### config.mk
export PLATFORM = sky130hd
export DESIGN_NAME = serial_add_ctrl_flat
export DESIGN_NICKNAME = d
export VERILOG_FILES = /design/src/rtl/serial_add_ctrl_if.sv /design/src/rtl/serial_add_ctrl.sv /design/src/flat_wrapper.sv
export SDC_FILE = /design/constraint.sdc
export NUM_CORES = 1
export LEC_CHECK = 0
export BUFFER_PORTS_ARGS = -buffer_cell sky130_fd_sc_hd__clkbuf_2
export CORE_UTILIZATION = 49
export CTS_CLUSTER_SIZE = 24
export DETAILED_ROUTE_END_ITERATION = 10
export HOLD_SLACK_MARGIN = 0.12
export PLACE_DENSITY = 0.81
export SETUP_SLACK_MARGIN = 0.2
export SYNTH_ARGS = -nofsm -noshare
export SYNTH_HDL_FRONTEND = slang
export SYNTH_HIERARCHICAL = 1
export SYNTH_SLANG_ARGS = --single-unit
### constraint.sdc
create_clock -name clk -period 2.8 [get_ports clk]
set_clock_uncertainty 0.2 [all_clocks]
set_input_delay 0.56 -clock clk [delete_from_list [all_inputs] [get_ports clk]]
set_output_delay 0.56 -clock clk [all_outputs]
set_load 0.02 [all_outputs]
### src/rtl/serial_add_ctrl_if.sv
// Request/response bundle for the serial slice adder: operation in, result out,
// each side with its own valid/ready handshake.
interface serial_add_ctrl_if #(
  parameter int NIBBLES = 4
) ();
  localparam int W = 4 * NIBBLES;

  logic         in_valid;
  logic         in_ready;
  logic [W-1:0] a;
  logic [W-1:0] b;
  logic         sub;
  logic         out_valid;
  logic         out_ready;
  logic [W-1:0] sum;
  logic         cout;
  logic         ovf;

  modport master (
    output in_valid, a, b, sub, out_ready,
    input  in_ready, out_valid, sum, cout, ovf
  );

  modport slave (
    input  in_valid, a, b, sub, out_ready,
    output in_ready, out_valid, sum, cout, ovf
  );
endinterface

### src/rtl/serial_add_ctrl.sv
// Serial add/subtract: one 4-bit adder is time-shared over NIBBLES slices,
// LSB first, with the carry held in a register between slices.
module adder4bit (
  input  logic [3:0] a,
  input  logic [3:0] b,
  input  logic       cin,
  output logic [3:0] s,
  output logic       cout
);
  assign {cout, s} = {1'b0, a} + {1'b0, b} + {4'b0, cin};
endmodule

module serial_add_ctrl #(
  parameter int NIBBLES = 4
) (
  input logic            clk,
  input logic            rst,
  serial_add_ctrl_if.slave bus
);
  localparam int W  = 4 * NIBBLES;
  localparam int IW = $clog2(NIBBLES);

  localparam logic [1:0] IDLE = 2'd0;
  localparam logic [1:0] RUN  = 2'd1;
  localparam logic [1:0] DONE = 2'd2;

  logic [1:0]    state;
  logic [W-1:0]  a_r;
  logic [W-1:0]  bx_r;   // B already conditioned for subtract (~B)
  logic [IW-1:0] idx;
  logic          carry;
  logic [W-1:0]  sum_r;
  logic          cout_r;
  logic          ovf_r;

  logic [3:0] a_s, b_s, s_s;
  logic       c_s;

  assign a_s = a_r[4*idx +: 4];
  assign b_s = bx_r[4*idx +: 4];

  adder4bit u_add (
    .a    (a_s),
    .b    (b_s),
    .cin  (carry),
    .s    (s_s),
    .cout (c_s)
  );

  always_ff @(posedge clk) begin
    if (rst) begin
      state  <= IDLE;
      a_r    <= '0;
      bx_r   <= '0;
      idx    <= '0;
      carry  <= 1'b0;
      sum_r  <= '0;
      cout_r <= 1'b0;
      ovf_r  <= 1'b0;
    end else begin
      case (state)
        IDLE: if (bus.in_valid) begin
          a_r   <= bus.a;
          bx_r  <= bus.sub ? ~bus.b : bus.b;
          carry <= bus.sub;
          idx   <= '0;
          state <= RUN;
        end
        RUN: begin
          sum_r[4*idx +: 4] <= s_s;
          carry <= c_s;
          idx   <= idx + 1'b1;
          if (idx == IW'(NIBBLES - 1)) begin
            // Last slice: s_s[3] is the result sign bit.
            cout_r <= c_s;
            ovf_r  <= (a_r[W-1] == bx_r[W-1]) && (s_s[3] != a_r[W-1]);
            idx    <= '0;
            state  <= DONE;
          end
        end
        DONE: if (bus.out_ready) state <= IDLE;
        default: state <= IDLE;
      endcase
    end
  end

  assign bus.in_ready  = (state == IDLE);
  assign bus.out_valid = (state == DONE);
  assign bus.sum       = sum_r;
  assign bus.cout      = cout_r;
  assign bus.ovf       = ovf_r;
endmodule

### src/flat_wrapper.sv
// flat-port wrapper written by rule: the top's interface ports become plain ports
module serial_add_ctrl_flat 
#(
  parameter int NIBBLES = 4
)
  (clk, rst, bus_in_valid, bus_a, bus_b, bus_sub, bus_out_ready, bus_in_ready, bus_out_valid, bus_sum, bus_cout, bus_ovf);
  serial_add_ctrl_if #(.NIBBLES(NIBBLES)) bus_i ();
  input logic clk;
  input logic rst;
  input wire logic [$bits(bus_i.in_valid)-1:0] bus_in_valid;
  input wire logic [$bits(bus_i.a)-1:0] bus_a;
  input wire logic [$bits(bus_i.b)-1:0] bus_b;
  input wire logic [$bits(bus_i.sub)-1:0] bus_sub;
  input wire logic [$bits(bus_i.out_ready)-1:0] bus_out_ready;
  output wire logic [$bits(bus_i.in_ready)-1:0] bus_in_ready;
  output wire logic [$bits(bus_i.out_valid)-1:0] bus_out_valid;
  output wire logic [$bits(bus_i.sum)-1:0] bus_sum;
  output wire logic [$bits(bus_i.cout)-1:0] bus_cout;
  output wire logic [$bits(bus_i.ovf)-1:0] bus_ovf;
  assign bus_i.in_valid = bus_in_valid;
  assign bus_i.a = bus_a;
  assign bus_i.b = bus_b;
  assign bus_i.sub = bus_sub;
  assign bus_i.out_ready = bus_out_ready;
  assign bus_in_ready = bus_i.in_ready;
  assign bus_out_valid = bus_i.out_valid;
  assign bus_sum = bus_i.sum;
  assign bus_cout = bus_i.cout;
  assign bus_ovf = bus_i.ovf;
  serial_add_ctrl #(.NIBBLES(NIBBLES)) u_core (.clk(clk), .rst(rst), .bus(bus_i));
endmodule
==> results by stage, run 1 <==
Run status:
- The flow ran to the end, and the final reports show no timing, DRC or antenna violations.

Route:
- The detail route stage leaves a number of antenna-violating nets equal to 0.
- The count of unresolved DRC violations after routing is 0.
- After detailed routing, the average wire length per cell comes to about 13 um.
- The total length of routed wires is ~5400 um.
- The overall via count from detail_route is around 2.2k.
- The first detailed-routing pass ran for 4 iterations.
- In this run, the number of DRC markers left after iteration 0 of detailed routing was around 140.
- The routed via count divided by cell count is ~5.3.

Power:
- Summed over all cells, the static leakage comes to around 1.3 nW.
- Power spread over the standard cell area amounts to 532 nW/um^2.
- Power comes to ~1.7 mW.
- The worst voltage drop across the vdd grid is around 0.25 mV.

Timing:
- The share of the cycle needed by the critical path after routing is approximately 91%.
- Across all hold checks on the routed design, the worst slack comes to between 0.2 and 0.3 ns.
- After routing, the total negative slack on setup checks comes to 0 ns.
- The final number of hold-violating endpoints is 0.
- The worst pin sits at a relative slew slack of 47.9%.
- The time the final worst path needs with I/O delays and setup is between 2 and 3 ns.
- The number of max-slew violations in the final report came to 0.
- Derived from the worst setup path, the maximum achievable clock frequency is slightly below 400 MHz.
- Setup violations remaining at the end of the flow were counted as 0.
- The transition time at the pin with the least slew margin is between 0.7 and 0.8 ns.
- Setup repair after global routing could not meet its margin everywhere.

Final layout:
- The final cell utilization of the core is between 60 and 70%.
- The number of antenna diodes in the final layout is 0.
- The layout filler cell count is between 400 and 500.
- Compared with the post-synthesis result, the final layout area differs by 16.9%.
- The final layout contains between 300 and 400 nets.
- The post-route netlist has between 20% and 30% of its cells at a drive strength greater than 1.

Floorplan:
- The floorplan step set the die height to about 76 um.
- The width of the chip is between 70 and 80 um.
- In this run the count of I/O pins placed on the die edge is 57.
- The die covers between 5000 and 6000 um^2.
- The row count is 26.
- The area of the core is 5200 um^2.
- The initial utilization of the core area, before any placement, comes to a little over 50%.

Worst setup path:
- The endpoint kind of the worst setup timing path is a flop.
- The cell that appears most often on the critical path is fa_2.
- The slowest stage of the critical path belongs to the cell mux4_2.
- The worst setup path is launched from a flop.
- The critical path in this run is classified as flop to flop.
- The arrival time at the worst endpoint is roughly 2.6 ns.
- Data on the critical path is required at its endpoint by about 2.8 ns.
- Walking the worst path, the cells encountered are mux4_2, fa_2, inv_1, fa_2, nor2b_1, o21ai_1, nand2b_1, o311a_1.
- The largest single stage delay on the critical path is 0.53 ns.
- Together, buffers and inverters on the worst path number 1.
- In this design, the largest share of critical-path delay is due to adder cells.
- In this run the worst path has a maximum fanout of 5.

Placed design:
- Detailed placement ended at an HPWL of just under 4000 um.
- Buffers placed on the I/O ports in this run total between 50 and 60.
- Routability-driven placement finished with a final weighted congestion of ~0.80.

Clocking:
- The tree is rooted in a clkbuf_8.
- The H-tree generated during clock tree synthesis spans 2 levels.
- The later-pin clock latency in the skew report is 0.31 ns.
- The number of sinks handled by clock tree synthesis is 55.
- The clock tree from TritonCTS is yes.
- The clock-pin slew of the registers on the worst-case setup and hold paths is 0.09 ns.
- The number of buffers inserted during clock tree synthesis is 5.
- The maximum count of clock buffers along a single path is 2.

Run:
- The tool flagged a number of max-cap violations equal to 0.

GRT:
- The pin count of the biggest net entering global routing is 49.
- For this run the aggregate overflow at the end of global routing stands at 0.
- The first global-routing pass estimated 8940 um of wire.
- The total routing resource utilization after global routing is 19.0%.
- The number of global-route vias before repair is approximately 2k.
- The number of antenna violations at the first check in global routing is 0.

Synth:
- The count of mapped cells out of synthesis is around 290.
- The synthesized design contains 0 enable-type register cells.
- The sequential share of the synthesized area is 40.8%.
- In this run, synthesis produced a sequential element count of 55.
- The most frequently used flop master after synthesis is dfxtp_1.
- Summing every instance area after synthesis gives between 2000 and 3000 um^2.
- In the post-synthesis netlist, the biggest area contributors are dfxtp_1, nand2_1, a21oi_1, mux4_2, xnor2_1.
- For this run, asynchronously set or reset flops after synthesis account for 0%.
- Synthesis produced a netlist with a net count of 340.
- The count of unique library cells instantiated by Yosys is 37.
- During synthesis, Yosys emitted a total of 6 warnings.
- The top cell type's share of synthesized area is just over 40%.
- The mean instance size in the synthesized netlist is ~9.2 um^2.
- Of all cell types, the one taking the most synthesized area is dfxtp_1.

Hold path:
- The type of the most critical hold path is flop to flop.
worst paths after layout:
check	from	endpoint	slack (ns)	cells after the start
setup / recovery	u_core/idx[0]	u_core/carry	0.24	8
hold / removal	u_core/a_r[12]	u_core/a_r[12]	0.26	2
setup reg to reg	u_core/idx[0]	u_core/carry	0.24	8
hold reg to reg	u_core/a_r[12]	u_core/a_r[12]	0.26	2
Yosys cell counts, drive strengths merged, types with 3 or more instances:
library cell / n
a211oi: 17
nand3: 12
o32ai: 4
ha: 8
mux4: 8
nand2: 47
clkbuf: 5
nor3b: 4
a21oi: 34
nor2: 21
buf: 16
nand2b: 6
inv: 13
dfxtp: 55
nand3b: 5
and3b: 3
xnor2: 18
routing by layer:
metal,share of wire (%),global-route usage [%]
met1,45,22.2
met2,49,35.0
met3,4.3,3.83
met4,1.2,5.77
met5,0,0
power breakdown:
group	internal, mW	total [mW]	switching, mW	leakage (nW)
sequential	0.823	0.852	0.0290	0.451
clock	0.289	0.534	0.244	0.0612
combinational	0.137	0.293	0.156	0.738
sequential cells by signal (all words and copies together) (netlist names):
register	cells
u_core/a_r	16
u_core/bus.ovf	1
u_core/bus.cout	1
u_core/carry	1
u_core/bus.sum	16
u_core/idx	2
u_core/bx_r	16
u_core/state	2
worst register-to-register path, delay by kind of cell, from the launching register on:
family          cells  cell delay, ns
buf+inv             1            0.10
compound gates      2            0.44
mux                 1            0.53
flops               1            0.40
simple gates        2            0.14
fa+ha+maj           2            0.64
cell usage in the layout, fill, tap and decap left out, types with 2 or more instances in the layout:
cell	Yosys	final
nor3b_2	3	2
nor2b_1	2	2
ha_1	8	7
a211oi_1	17	17
xnor2_2	0	2
dfxtp_1	55	53
mux4_2	7	7
xnor2_1	18	16
clkbuf_2	0	56
nand3_1	12	12
buf_4	3	6
nand3b_1	5	5
nand2_1	47	47
nand2b_1	6	6
clkbuf_8	0	6
a21oi_1	33	33
o32ai_1	4	4
fa_2	0	2
and3b_1	3	3
nor4b_2	2	2
nor2_1	21	21
inv_1	13	13
logic make-up after synthesis:
logic type | Yosys count | synth area share [%]
AND/OR/NAND/NOR | 106 | 20.0
AO/OA/AOI/OAI | 61 | 14.1
flip-flops | 55 | 40.8
buffers and inverters | 34 | 6.91
XOR/XNOR | 18 | 5.84
adder cells (fa/ha/maj) | 10 | 5.20
multiplexers | 9 | 7.19
per-stage QoR:
step           area [um^2]  instances  worst slack, ns
4_1_cts               3130        412            0.238
3_3_place_gp          2970        401            0.117
3_5_place_dp          2970        401           0.0525
6_report              3150        413            0.245
2_1_floorplan         2710        293            0.224
5_1_grt               3150        413            0.159
area by class of cell:
cell class / count / area (um^2) / share of cell area [%]
well taps: 70 / 87.6 / 2.78
flip-flops and latches: 55 / 1110 / 35.1
clock buffers: 6 / 82.6 / 2.62
multi-input cells: 204 / 1450 / 45.9
repair buffers: 63 / 345 / 10.9
inverters: 13 / 48.8 / 1.55
clock inverters: 2 / 35.0 / 1.11
what timing repair did:
action | CTS | global route
gates resized for setup | 1 | 4
pin swaps | 0 | 3
setup buffers | 3 | 1
hold buffers | 0 | 0
setup endpoints to repair | 10 | 6
Note: power is estimated with default switching activity, not from simulation.
==> inputs of run 2 (changes only) <==
--- a/config.mk
+++ b/config.mk
@@ -5,6 +5,7 @@
 export SDC_FILE = /design/constraint.sdc
 export NUM_CORES = 1
 export LEC_CHECK = 0
+export ABC_AREA = 1
 export BUFFER_PORTS_ARGS = -buffer_cell sky130_fd_sc_hd__clkbuf_2
 export CORE_UTILIZATION = 49
 export CTS_CLUSTER_SIZE = 24
==> results by stage, run 2 <==
Clocking:
- The H-tree generated during clock tree synthesis spans 2 levels.
- The number of sinks handled by clock tree synthesis is 55.
- The maximum count of clock buffers along a single path is 2.
- The root buffer cell is clkbuf_8.
- The number of buffers inserted during clock tree synthesis is 5.
- For the worst-skew pair, the clock arrives at the later sink with an insertion delay of just over 0.3 ns.
- Clock-pin slew was measured on the worst setup and hold paths at 0.09 ns.
- The number of hold-repair buffers added at the cts stage is 0.
- TritonCTS built the clock tree.

Placed design:
- Before CTS, the worst setup slack after placement is around 0.23 ns.
- The routability-driven placement congestion ratio is 0.923.
- The count of buffers added on input and output ports is 56.
- The wire-length estimate of the detail-placed layout is between 4000 and 5000 um.

Worst setup path:
- The highest fanout seen on the critical path is 13.
- The category of the most critical setup path is flop to flop.
- The flop-to-flop setup slack is about 0.36 ns.
- The required time at the worst-slack endpoint is 2.85 ns.
- The reg-to-reg critical path endpoint is u_core/bus.sum[7].
- STA puts the critical path data arrival time at approximately 2.5 ns.
- The endpoint kind of the worst setup timing path is a flop.
- The worst reg-to-reg path cell count is 12.
- The startpoint type of the worst setup path is a flop.
- The worst register-to-register path begins at u_core/idx[0].

GRT:
- The number of global-route vias before repair is roughly 2.3k.
- Global routing used approximately 21% of the available tracks.
- The first global-routing pass estimated 9980 um of wire.
- Global routing finished with a remaining overflow of 0.
- The pin count of the biggest net entering global routing is 36.
- The number of antenna violations at the first check in global routing was 0.

Route:
- In the routed layout, each cell is associated on average with a via count of 5.01.
- For this block, the initial DRC count from the detailed router was ~110.
- The routed layout has between 2k and 2.5k vias.
- The first-pass iteration count of the detailed router is 4.
- The per-cell routed wire length is 11.8 um.
- The total length of routed wires is between 5000 and 6000 um.
- The count of unresolved DRC violations after routing is 0.
- The final antenna-violating net count is 0.

Synth:
- The count of unique library cells instantiated by Yosys is 29.
- The share of synthesized area in the top cell type comes to roughly 40%.
- By instance count, the leading cell after synthesis is nand2_1.
- After synthesis, the most frequently instantiated cells are nand2_1, nor2_1, dfxtp_1.
- By area the synthesized netlist is led by dfxtp_1, nand2_1, nor2_1, a21oi_1, o21ai_0.
- After synthesis, the mean cell area works out to about 7.4 um^2.
- Counting flops with an async set or reset pin after synthesis yields a share of 0%.
- The synthesized design contains 55 register bits.
- The number of synthesized flops with an enable pin is 0.
- The sequential share of the synthesized area is 40.2%.
- Among all flip-flop cells after synthesis, the most frequent one is dfxtp_1.
- The post-synth net total is between 400 and 500.
- The number of warnings printed during yosys synthesis is 6.
- Summing every instance area after synthesis gives ~2700 um^2.
- The count of mapped cells out of synthesis is between 300 and 400.
- The largest total area in the synthesized netlist belongs to dfxtp_1.

Hold path:
- The tightest min-delay check is of the flop to flop type.
- The worst hold path begins at u_core/bus.sum[5].
- The hold-critical path depth is 2.
- The terminating pin of the worst hold path is u_core/bus.sum[5].

Timing:
- The number of max-slew violations in the final report is 0.
- Setup repair after global routing left no endpoint under its margin.
- The tightest slew margin relative to the limit is 67.0%.
- The final number of hold-violating endpoints was 0.
- The worst path uses 87.1% of the clock period.
- Timing would allow up to ~400 MHz.
- The final number of setup-violating endpoints is 0.
- Summed over all failing endpoints, the final setup total negative slack is 0 ns.
- The post-layout worst setup margin is between 0.3 and 0.4 ns.
- The time the final worst path needs with I/O delays and setup is 2.44 ns.
- The transition time at the pin with the least slew margin is 0.495 ns.

Floorplan:
- In this run the core area contains 26 standard-cell rows.
- The width of the chip is about 77 um.
- The initial standard-cell utilization of the core is between 50% and 60%.
- The die covers around 5900 um^2.
- The floorplan step set the die height to 76.8 um.
- The area of the core is around 5200 um^2.
- The number of placed I/O pins is between 50 and 60.

Final layout:
- From synthesis to final layout, the design area changed by 15.1%.
- The net count of the finished layout is between 400 and 500.
- The antenna diode instance count is 0.
- In the layout the commonest cells are nand2_1, nor2_1, clkbuf_2.
- The share of cells above drive strength 1 is 21.7%.
- The library cell used most frequently in the layout, excluding fill and tap cells, is nand2_1.

Run:
- Max-cap violations in this run came to 0.

Power:
- For this design the static power due to leakage is approximately 1.4 nW.
- The worst voltage drop across the vdd grid is between 0.3 and 0.4 mV.
- For this design the ratio of total power to cell area is approximately 550 nW/um^2.

Run status:
- The run finished with clean final reports.
-- run 2: cell types whose count changed in the layout (fill, tap and decap cells not counted), sizes merged, moves of 10 or more --
cell / delta
xor2: +16
nand2: +29
a211oi: -17
xnor2: -17
nor2: +42
inv: +10
o21ai: +36
-- run 2: area by class of cell --
cell class                      instances  area, um^2
Clock inverter                          1        30.0
Clock buffer                            6        72.6
Fill cell                             502        2080
Multi-Input combinational cell        271        1440
Sequential cell                        55        1100
Inverter                               24        93.8
Timing Repair Buffer                   62         329
Tap cell                               70        87.6
-- run 2: logic make-up after synthesis --
kind of cell | Yosys count | synth area share [%]
buf+inv | 45 | 8.08
compound gates | 86 | 16.1
fa+ha+maj | 10 | 5.11
simple gates | 158 | 25.1
xor+xnor | 17 | 5.43
flops | 55 | 40.2
-- run 2: how the worst max path moves through the flow --
stage	start	endpoint	slack, ns	depth (start not counted)
2_1_floorplan	u_core/idx[0]	u_core/bus.sum[13]	0.30	13
3_3_place_gp	u_core/idx[1]	u_core/bus.sum[13]	0.34	11
3_5_place_dp	u_core/idx[1]	u_core/bus.sum[14]	0.23	11
4_1_cts	u_core/idx[1]	u_core/bus.sum[14]	0.22	11
5_1_grt	u_core/idx[0]	u_core/bus.sum[14]	0.18	11
6_report	u_core/idx[0]	u_core/bus.sum[7]	0.36	12
-- run 2: critical path, cell delays in order (launching register included) --
cell and delay, ns:
dfxtp_2 0.34, inv_2 0.15, buf_4 0.23, o21ai_0 0.10, o22ai_1 0.15, ha_1 0.34
a21oi_1 0.17, nand3_1 0.10, nand2_1 0.08, inv_1 0.09, nor3_1 0.21, nand2_1 0.09
a21oi_1 0.13
-- run 2: stage by stage --
stage	cell area [um^2]	total power, mW	instances	util [%]	hold slack [ns]
5_1_grt	3150	1.82	489	60.2	0.289
4_1_cts	3120	1.72	488	59.5	0.271
3_3_place_gp	3020	1.22	481	57.6	0.252
3_5_place_dp	3020	1.23	481	57.6	0.257
2_1_floorplan	2740	1.14	371	-	0.241
6_report	3150	1.73	489	60.2	0.270
-- run 2: layer usage --
metal / wire (um) / track usage (%) / vias to the layer above
met4: 113 / 7.88 / 0
met5: 0 / 0 / -
met2: 2780 / 36.2 / 60
li1: - / - / 1285
met3: 282 / 4.17 / 13
met1: 2620 / 24.8 / 1094
-- run 2: where the power goes --
part	switching [mW]	leakage [nW]	internal (mW)
Sequential	0.0338	0.451	0.829
Clock	0.238	0.0513	0.262
Combinational	0.222	0.884	0.139
-- run 2: what timing repair did --
item / CTS / global route
gates resized for setup: 0 / 9
endpoints found under the setup margin: 0 / 9
setup buffers: 0 / 1
